**src/rtl/pool_window_gen_pkg.sv**
```systemverilog
// Shared CNN definitions for the pooling window path: default pixel width,
// window index type and the window-completion predicate.
package pool_window_gen_pkg;

    localparam int unsigned CNN_DW = 32;

    typedef logic [15:0] win_idx_t;

    // A 2x2 window completes on the pixel at an odd row and odd column.
    function automatic logic is_bottom_right(input logic row_odd, input logic col_odd);
        return row_odd & col_odd;
    endfunction

endpackage

```
**src/rtl/pool_window_gen_if.sv**
```systemverilog
// Pixel stream in / 2x2 window out bundle for the pooling window generator.
interface pool_window_gen_if
    import pool_window_gen_pkg::*;
#(
    parameter int unsigned DW = CNN_DW
);
    logic [DW-1:0] in_data;
    logic          in_valid;
    logic          in_ready;
    logic [DW-1:0] v1;
    logic [DW-1:0] v2;
    logic [DW-1:0] v3;
    logic [DW-1:0] v4;
    logic          out_valid;
    logic          out_ready;
    logic          frame_done;

    modport master (
        input  in_data, in_valid, out_ready,
        output in_ready, v1, v2, v3, v4, out_valid, frame_done
    );

    modport slave (
        output in_data, in_valid, out_ready,
        input  in_ready, v1, v2, v3, v4, out_valid, frame_done
    );
endinterface

```
**src/rtl/pool_window_gen_line_buf.sv**
```systemverilog
// Single-row line buffer: one synchronous write port, one combinational read port.
module line_buf #(
    parameter int unsigned DW    = 32,
    parameter int unsigned DEPTH = 8,
    parameter int unsigned AW    = 3
) (
    input  logic          clk,
    input  logic          i_we,
    input  logic [AW-1:0] i_waddr,
    input  logic [DW-1:0] i_wdata,
    input  logic [AW-1:0] i_raddr,
    output logic [DW-1:0] o_rdata
);
    logic [DW-1:0] r_mem [DEPTH];

    always_ff @(posedge clk) begin
        if (i_we) begin
            r_mem[i_waddr] <= i_wdata;
        end
    end

    assign o_rdata = r_mem[i_raddr];
endmodule

```
**src/rtl/pool_window_gen.sv**
```systemverilog
// Pool window generator: turns a raster pixel stream into non-overlapping 2x2
// windows (v1 v2 / v3 v4) with valid/ready handoff and an end-of-frame pulse.
module pool_window_gen
    import pool_window_gen_pkg::*;
#(
    parameter int unsigned DW    = CNN_DW,
    parameter int unsigned IMG_W = 8,
    parameter int unsigned IMG_H = 8
) (
    input logic               clk,
    input logic               reset,
    pool_window_gen_if.master bus
);
    localparam int unsigned CW = $clog2(IMG_W);
    localparam int unsigned RW = $clog2(IMG_H);
    localparam logic [CW-1:0] COL_LAST = CW'(IMG_W - 1);
    localparam logic [RW-1:0] ROW_LAST = RW'(IMG_H - 1);

    logic [CW-1:0] r_col;
    logic [RW-1:0] r_row;
    logic [DW-1:0] r_left;
    logic [DW-1:0] r_top_left;
    logic [DW-1:0] r_v1, r_v2, r_v3, r_v4;
    logic          r_out_valid;
    logic          r_frame_done;

    logic          w_accept;
    logic          w_col_last;
    logic          w_row_last;
    logic          w_lb_we;
    logic          w_load;
    logic [DW-1:0] w_lb_rdata;

    assign bus.in_ready = ~(r_out_valid & ~bus.out_ready);
    assign w_accept     = bus.in_valid & bus.in_ready;
    assign w_col_last   = (r_col == COL_LAST);
    assign w_row_last   = (r_row == ROW_LAST);
    assign w_lb_we      = w_accept & ~r_row[0];
    assign w_load       = w_accept & is_bottom_right(r_row[0], r_col[0]);

    line_buf #(
        .DW    (DW),
        .DEPTH (IMG_W),
        .AW    (CW)
    ) u_line_buf (
        .clk     (clk),
        .i_we    (w_lb_we),
        .i_waddr (r_col),
        .i_wdata (bus.in_data),
        .i_raddr (r_col),
        .o_rdata (w_lb_rdata)
    );

    always_ff @(posedge clk) begin
        if (reset) begin
            r_col <= '0;
            r_row <= '0;
        end else if (w_accept) begin
            if (w_col_last) begin
                r_col <= '0;
                r_row <= w_row_last ? '0 : r_row + 1'b1;
            end else begin
                r_col <= r_col + 1'b1;
            end
        end
    end

    // Single read port: linebuf[c-1] is captured at the even column of the odd
    // row, alongside the left pixel; that row entry is not rewritten before use.
    always_ff @(posedge clk) begin
        if (w_accept && r_row[0] && !r_col[0]) begin
            r_left     <= bus.in_data;
            r_top_left <= w_lb_rdata;
        end
    end

    always_ff @(posedge clk) begin
        if (reset) begin
            r_v1         <= '0;
            r_v2         <= '0;
            r_v3         <= '0;
            r_v4         <= '0;
            r_out_valid  <= 1'b0;
            r_frame_done <= 1'b0;
        end else begin
            r_frame_done <= w_accept & w_col_last & w_row_last;
            if (w_load) begin
                r_v1        <= r_top_left;
                r_v2        <= w_lb_rdata;
                r_v3        <= r_left;
                r_v4        <= bus.in_data;
                r_out_valid <= 1'b1;
            end else if (bus.out_ready) begin
                r_out_valid <= 1'b0;
            end
        end
    end

    assign bus.v1         = r_v1;
    assign bus.v2         = r_v2;
    assign bus.v3         = r_v3;
    assign bus.v4         = r_v4;
    assign bus.out_valid  = r_out_valid;
    assign bus.frame_done = r_frame_done;
endmodule

```
**src/flat_wrapper.sv**
```systemverilog
// flat-port wrapper written by rule: the top's interface ports become plain ports
module pool_window_gen_flat import pool_window_gen_pkg::*;
#(
    parameter int unsigned DW    = CNN_DW,
    parameter int unsigned IMG_W = 8,
    parameter int unsigned IMG_H = 8
)
  (clk, reset, bus_in_data, bus_in_valid, bus_out_ready, bus_in_ready, bus_v1, bus_v2, bus_v3, bus_v4, bus_out_valid, bus_frame_done);
  pool_window_gen_if #(.DW(DW)) bus_i ();
  input logic clk;
  input logic reset;
  input wire logic [$bits(bus_i.in_data)-1:0] bus_in_data;
  input wire logic [$bits(bus_i.in_valid)-1:0] bus_in_valid;
  input wire logic [$bits(bus_i.out_ready)-1:0] bus_out_ready;
  output wire logic [$bits(bus_i.in_ready)-1:0] bus_in_ready;
  output wire logic [$bits(bus_i.v1)-1:0] bus_v1;
  output wire logic [$bits(bus_i.v2)-1:0] bus_v2;
  output wire logic [$bits(bus_i.v3)-1:0] bus_v3;
  output wire logic [$bits(bus_i.v4)-1:0] bus_v4;
  output wire logic [$bits(bus_i.out_valid)-1:0] bus_out_valid;
  output wire logic [$bits(bus_i.frame_done)-1:0] bus_frame_done;
  assign bus_i.in_data = bus_in_data;
  assign bus_i.in_valid = bus_in_valid;
  assign bus_i.out_ready = bus_out_ready;
  assign bus_in_ready = bus_i.in_ready;
  assign bus_v1 = bus_i.v1;
  assign bus_v2 = bus_i.v2;
  assign bus_v3 = bus_i.v3;
  assign bus_v4 = bus_i.v4;
  assign bus_out_valid = bus_i.out_valid;
  assign bus_frame_done = bus_i.frame_done;
  pool_window_gen #(.DW(DW), .IMG_W(IMG_W), .IMG_H(IMG_H)) u_core (.clk(clk), .reset(reset), .bus(bus_i));
endmodule
```
**config.mk**
```make
export PLATFORM = sky130hd
export DESIGN_NAME = pool_window_gen_flat
export DESIGN_NICKNAME = d
export VERILOG_FILES = /design/src/rtl/pool_window_gen_pkg.sv /design/src/rtl/pool_window_gen_if.sv /design/src/rtl/pool_window_gen_line_buf.sv /design/src/rtl/pool_window_gen.sv /design/src/flat_wrapper.sv
export SDC_FILE = /design/constraint.sdc
export NUM_CORES = 1
export LEC_CHECK = 0
export ABC_AREA = 0
export BUFFER_PORTS_ARGS = -buffer_cell sky130_fd_sc_hd__buf_2
export CAP_MARGIN = 20
export CORE_MARGIN = 5
export CORE_UTILIZATION = 60
export CTS_CLUSTER_SIZE = 24
export DETAILED_ROUTE_END_ITERATION = 7
export PLACE_DENSITY = 0.87
export SETUP_SLACK_MARGIN = 0.5
export SLEW_MARGIN = 25
export SYNTH_ARGS = -nofsm -noshare
export SYNTH_HDL_FRONTEND = slang
export SYNTH_HIERARCHICAL = 1
export SYNTH_SLANG_ARGS = --single-unit
```
**constraint.sdc**
```tcl
create_clock -name clk -period 10.27 [get_ports clk]
set_input_delay 2.054 -clock clk [delete_from_list [all_inputs] [get_ports clk]]
set_output_delay 2.054 -clock clk [all_outputs]
set_load 0.02 [all_outputs]
```
==> results.toml <==
[placement]
place_congestion = 0.7388
port-buffer-count = 166
post-dp-hpwl_mm = 20.20
pre_cts_slack_ns = 5.181
place_area_sq_um = 19030
placed_cells = 1553

[clock_network]
numCtsBuffers = 44
cts-root-buf = "clkbuf_16"
clk_latency_ns = 0.54
cts_tree = "done"
cts.sinks = 456
cts_buffer_depth = 3
postCtsSetupBuffers = 0
cts_hold_buf = 0
ctsResizeCount = 0
h-tree-depth = 2
path_clk_slew_ns = 0.06

[logic_synthesis]
ys_warn_count = 6
synth_edf_count = 320
synth-async-reset-ratio_pct = 0
synth_cell_type_count = 32
netlist_instances = 1045
yosysTopAreaCell = "edfxtp_1"
yosysMostFrequentCell = "edfxtp_1"
synth_nets = 1085
synth_top_flop_cell = "edfxtp_1"
ys_top_cells_by_count = "edfxtp_1, nand2b_1, dfxtp_1"
ys_top_cells_by_area = "edfxtp_1, dfxtp_1, nand2b_1"
yosysTopAreaCellShare_pct = 53.68
synthesis.area_sq_um = 17900
yosysSeqAreaShare_pct = 68.89
syn_area_per_cell_sq_um = 17.13
ys_ff_latch = 456

[cells_and_area]
final_area_sq_um = 20500
fin_cells = 1637
final_util_pct = 69.34
layout-drive-gt1-share_pct = 25.42
antenna_cells = 0
multi_input_area_sq_um = 5184
seqCellArea_sq_um = 12340
area_delta_synth_final_pct = 14.51
n_fill_cell = 1791
nNetsFinal = 1253

[critical_path]
path_max_fanout = 9
r2r-start = "u_core/r_col[0]"
path_cells = "buf_2 -> nor2b_1 -> inv_1 -> buf_2"
worstPathArrival_ns = 3.13
crit_path_start = "bus_out_ready"
rr_worst_depth = 5
cpPeakStageDelay_ns = 0.52
startpoint_type = "input port"
crit_path_end_kind = "output pin"
ff2ff_setup_slack_ns = 7.11
cp_common_cell = "buf_2"
required_ns = 8.22
r2r-end = "u_core/bus.v2[28]"
slowest_stage = "nor2b_1"
criticalPathCategory = "in2out"

[timing]
post-route-period-util_pct = 50.49
max_slew_margin_pct = 36.01
period_needed_ns = 5.186
timing.fmax_ghz = 0.1928
setup_ws_ns = 5.084
setup_viol = 0
rsz0062_at_grt = "false"
drv_slew = 0
fin_setup_tns_ns = 0
final_hold_viol_count = 0
worst_pin_slew_ns = 0.9547
whs_ns = 0.4702
clock_skew_ns = 0.01682

[grt]
track_usage_pct = 21.04
grt_pass1_vias = 9686
grt_pass1_wl_mm = 54.91
grt.overflow.total = 0
grt_max_degree = 158
antenna_found_initial = 0

[floorplan]
die_x_um = 182.7
ioPinCount = 167
start_util_pct = 60.55
die_h_um = 182.7
num_rows = 63
fp.dieArea_sq_um = 33390
coreArea_sq_um = 29560

[status]
status = "complete, no violations"

[run]
cap_violations = 0

[power]
power_density_nw_per_um2 = 180.0
power.switching_mw = 0.7453
p_clk_share_pct = 41.4
max-vdd-ir-drop_mv = 0.1464
p_leak_nw = 7.090
power.share.combinational_pct = 4.3
power_frac_seq_pct = 54.3
p_int_mw = 2.944
total_power_mw = 3.690
p_sw_share_pct = 20.20

[route]
wl_per_cell_um = 21.99
drt-vias-per-instance = 5.755
drc = 0
routed_wl_mm = 36.00
drt_first_pass_iters = 5
vias = 9421
postRouteAntennaNets = 0
drtIter0Drc = 557

[worst_hold_path]
hold_depth = 2
min_path_type = "reg2reg"
hold_end = "u_core/bus.v1[18]"
hold_start = "u_core/bus.v1[18]"
## layout by cell type (no fill, tap or decap), drive strengths merged
cell type / Yosys / final
o31ai: 1 / 1
clkinv: 0 / 11
and3b: 1 / 1
nand2b: 260 / 260
inv: 3 / 3
nor3b: 1 / 1
mux4: 64 / 64
nand4: 1 / 1
bufinv: 0 / 2
a21oi: 3 / 3
or3: 1 / 1
mux2i: 129 / 129
a211oi: 1 / 1
nor2b: 2 / 2
nor2: 7 / 7
o21ba: 1 / 1
ha: 4 / 4
nand2: 4 / 4
o21ai: 3 / 3
clkbuf: 31 / 64
nor3: 5 / 5
or3b: 1 / 1
buf: 31 / 184
mux2: 33 / 33
dfxtp: 136 / 136
clkinvlp: 0 / 3
nand3: 2 / 2
edfxtp: 320 / 320
## worst max-delay path: cells and delay by family
family | cells | cell delay, ns
simple gates | 1 | 0.52
buf+inv | 3 | 0.56
## routing by layer
metal / vias up / global-route usage [%] / part of all wire (%) / wire [um]
met4: 0 / 6.184 / 2.3 / 817
met5: - / 0 / 0 / 0
li1: 4217 / - / - / -
met2: 367 / 36.48 / 52 / 18580
met1: 4769 / 27.27 / 39 / 14170
met3: 68 / 4.146 / 6.8 / 2437
## state kept, by name, summed over array words and instances (netlist names)
| signal | cells |
|---|---|
| u_core/bus.frame_done | 1 |
| u_core/bus.out_valid | 1 |
| u_core/bus.v1 | 32 |
| u_core/bus.v2 | 32 |
| u_core/bus.v3 | 32 |
| u_core/bus.v4 | 32 |
| u_core/r_col | 3 |
| u_core/r_left | 32 |
| u_core/r_row | 3 |
| u_core/r_top_left | 32 |
| u_core/u_line_buf/r_mem | 256 |
## power by group through the flow
stage	clock network [mW]	registers [mW]	logic [mW]
detailed placement	0	2.04	0.154
finish	1.53	2.00	0.158
global placement	0	2.04	0.145
global route	1.64	2.00	0.169
floorplan	0	2.03	0.109
CTS	1.55	2.00	0.157
## logic make-up after synthesis
family / after synthesis / share of synthesized area, %
DFF: 456 / 68.89
and+or+nand+nor: 285 / 9.856
muxes: 226 / 18.18
buffers and inverters: 65 / 2.481
AOI/OAI and AO/OA: 9 / 0.3075
adders and majority gates: 4 / 0.2796
## worst max path at each step
stage | end | depth (start not counted)
after floorplan | u_core/r_left[0] | 5
after global placement | bus_in_ready | 4
after detailed placement | bus_in_ready | 4
after CTS | bus_in_ready | 4
after global routing | bus_in_ready | 4
final | bus_in_ready | 4
## cell type report
class                   instances  share of cell area, %
well taps                     390                  2.381
repair buffers                184                  5.445
clock inverters                16                 0.6348
flip-flops and latches        456                  60.21
clock buffers                  64                  5.988
inverters                       3                0.05494
multi-input cells             524                  25.29
Power figures use the tool's default switching activity.
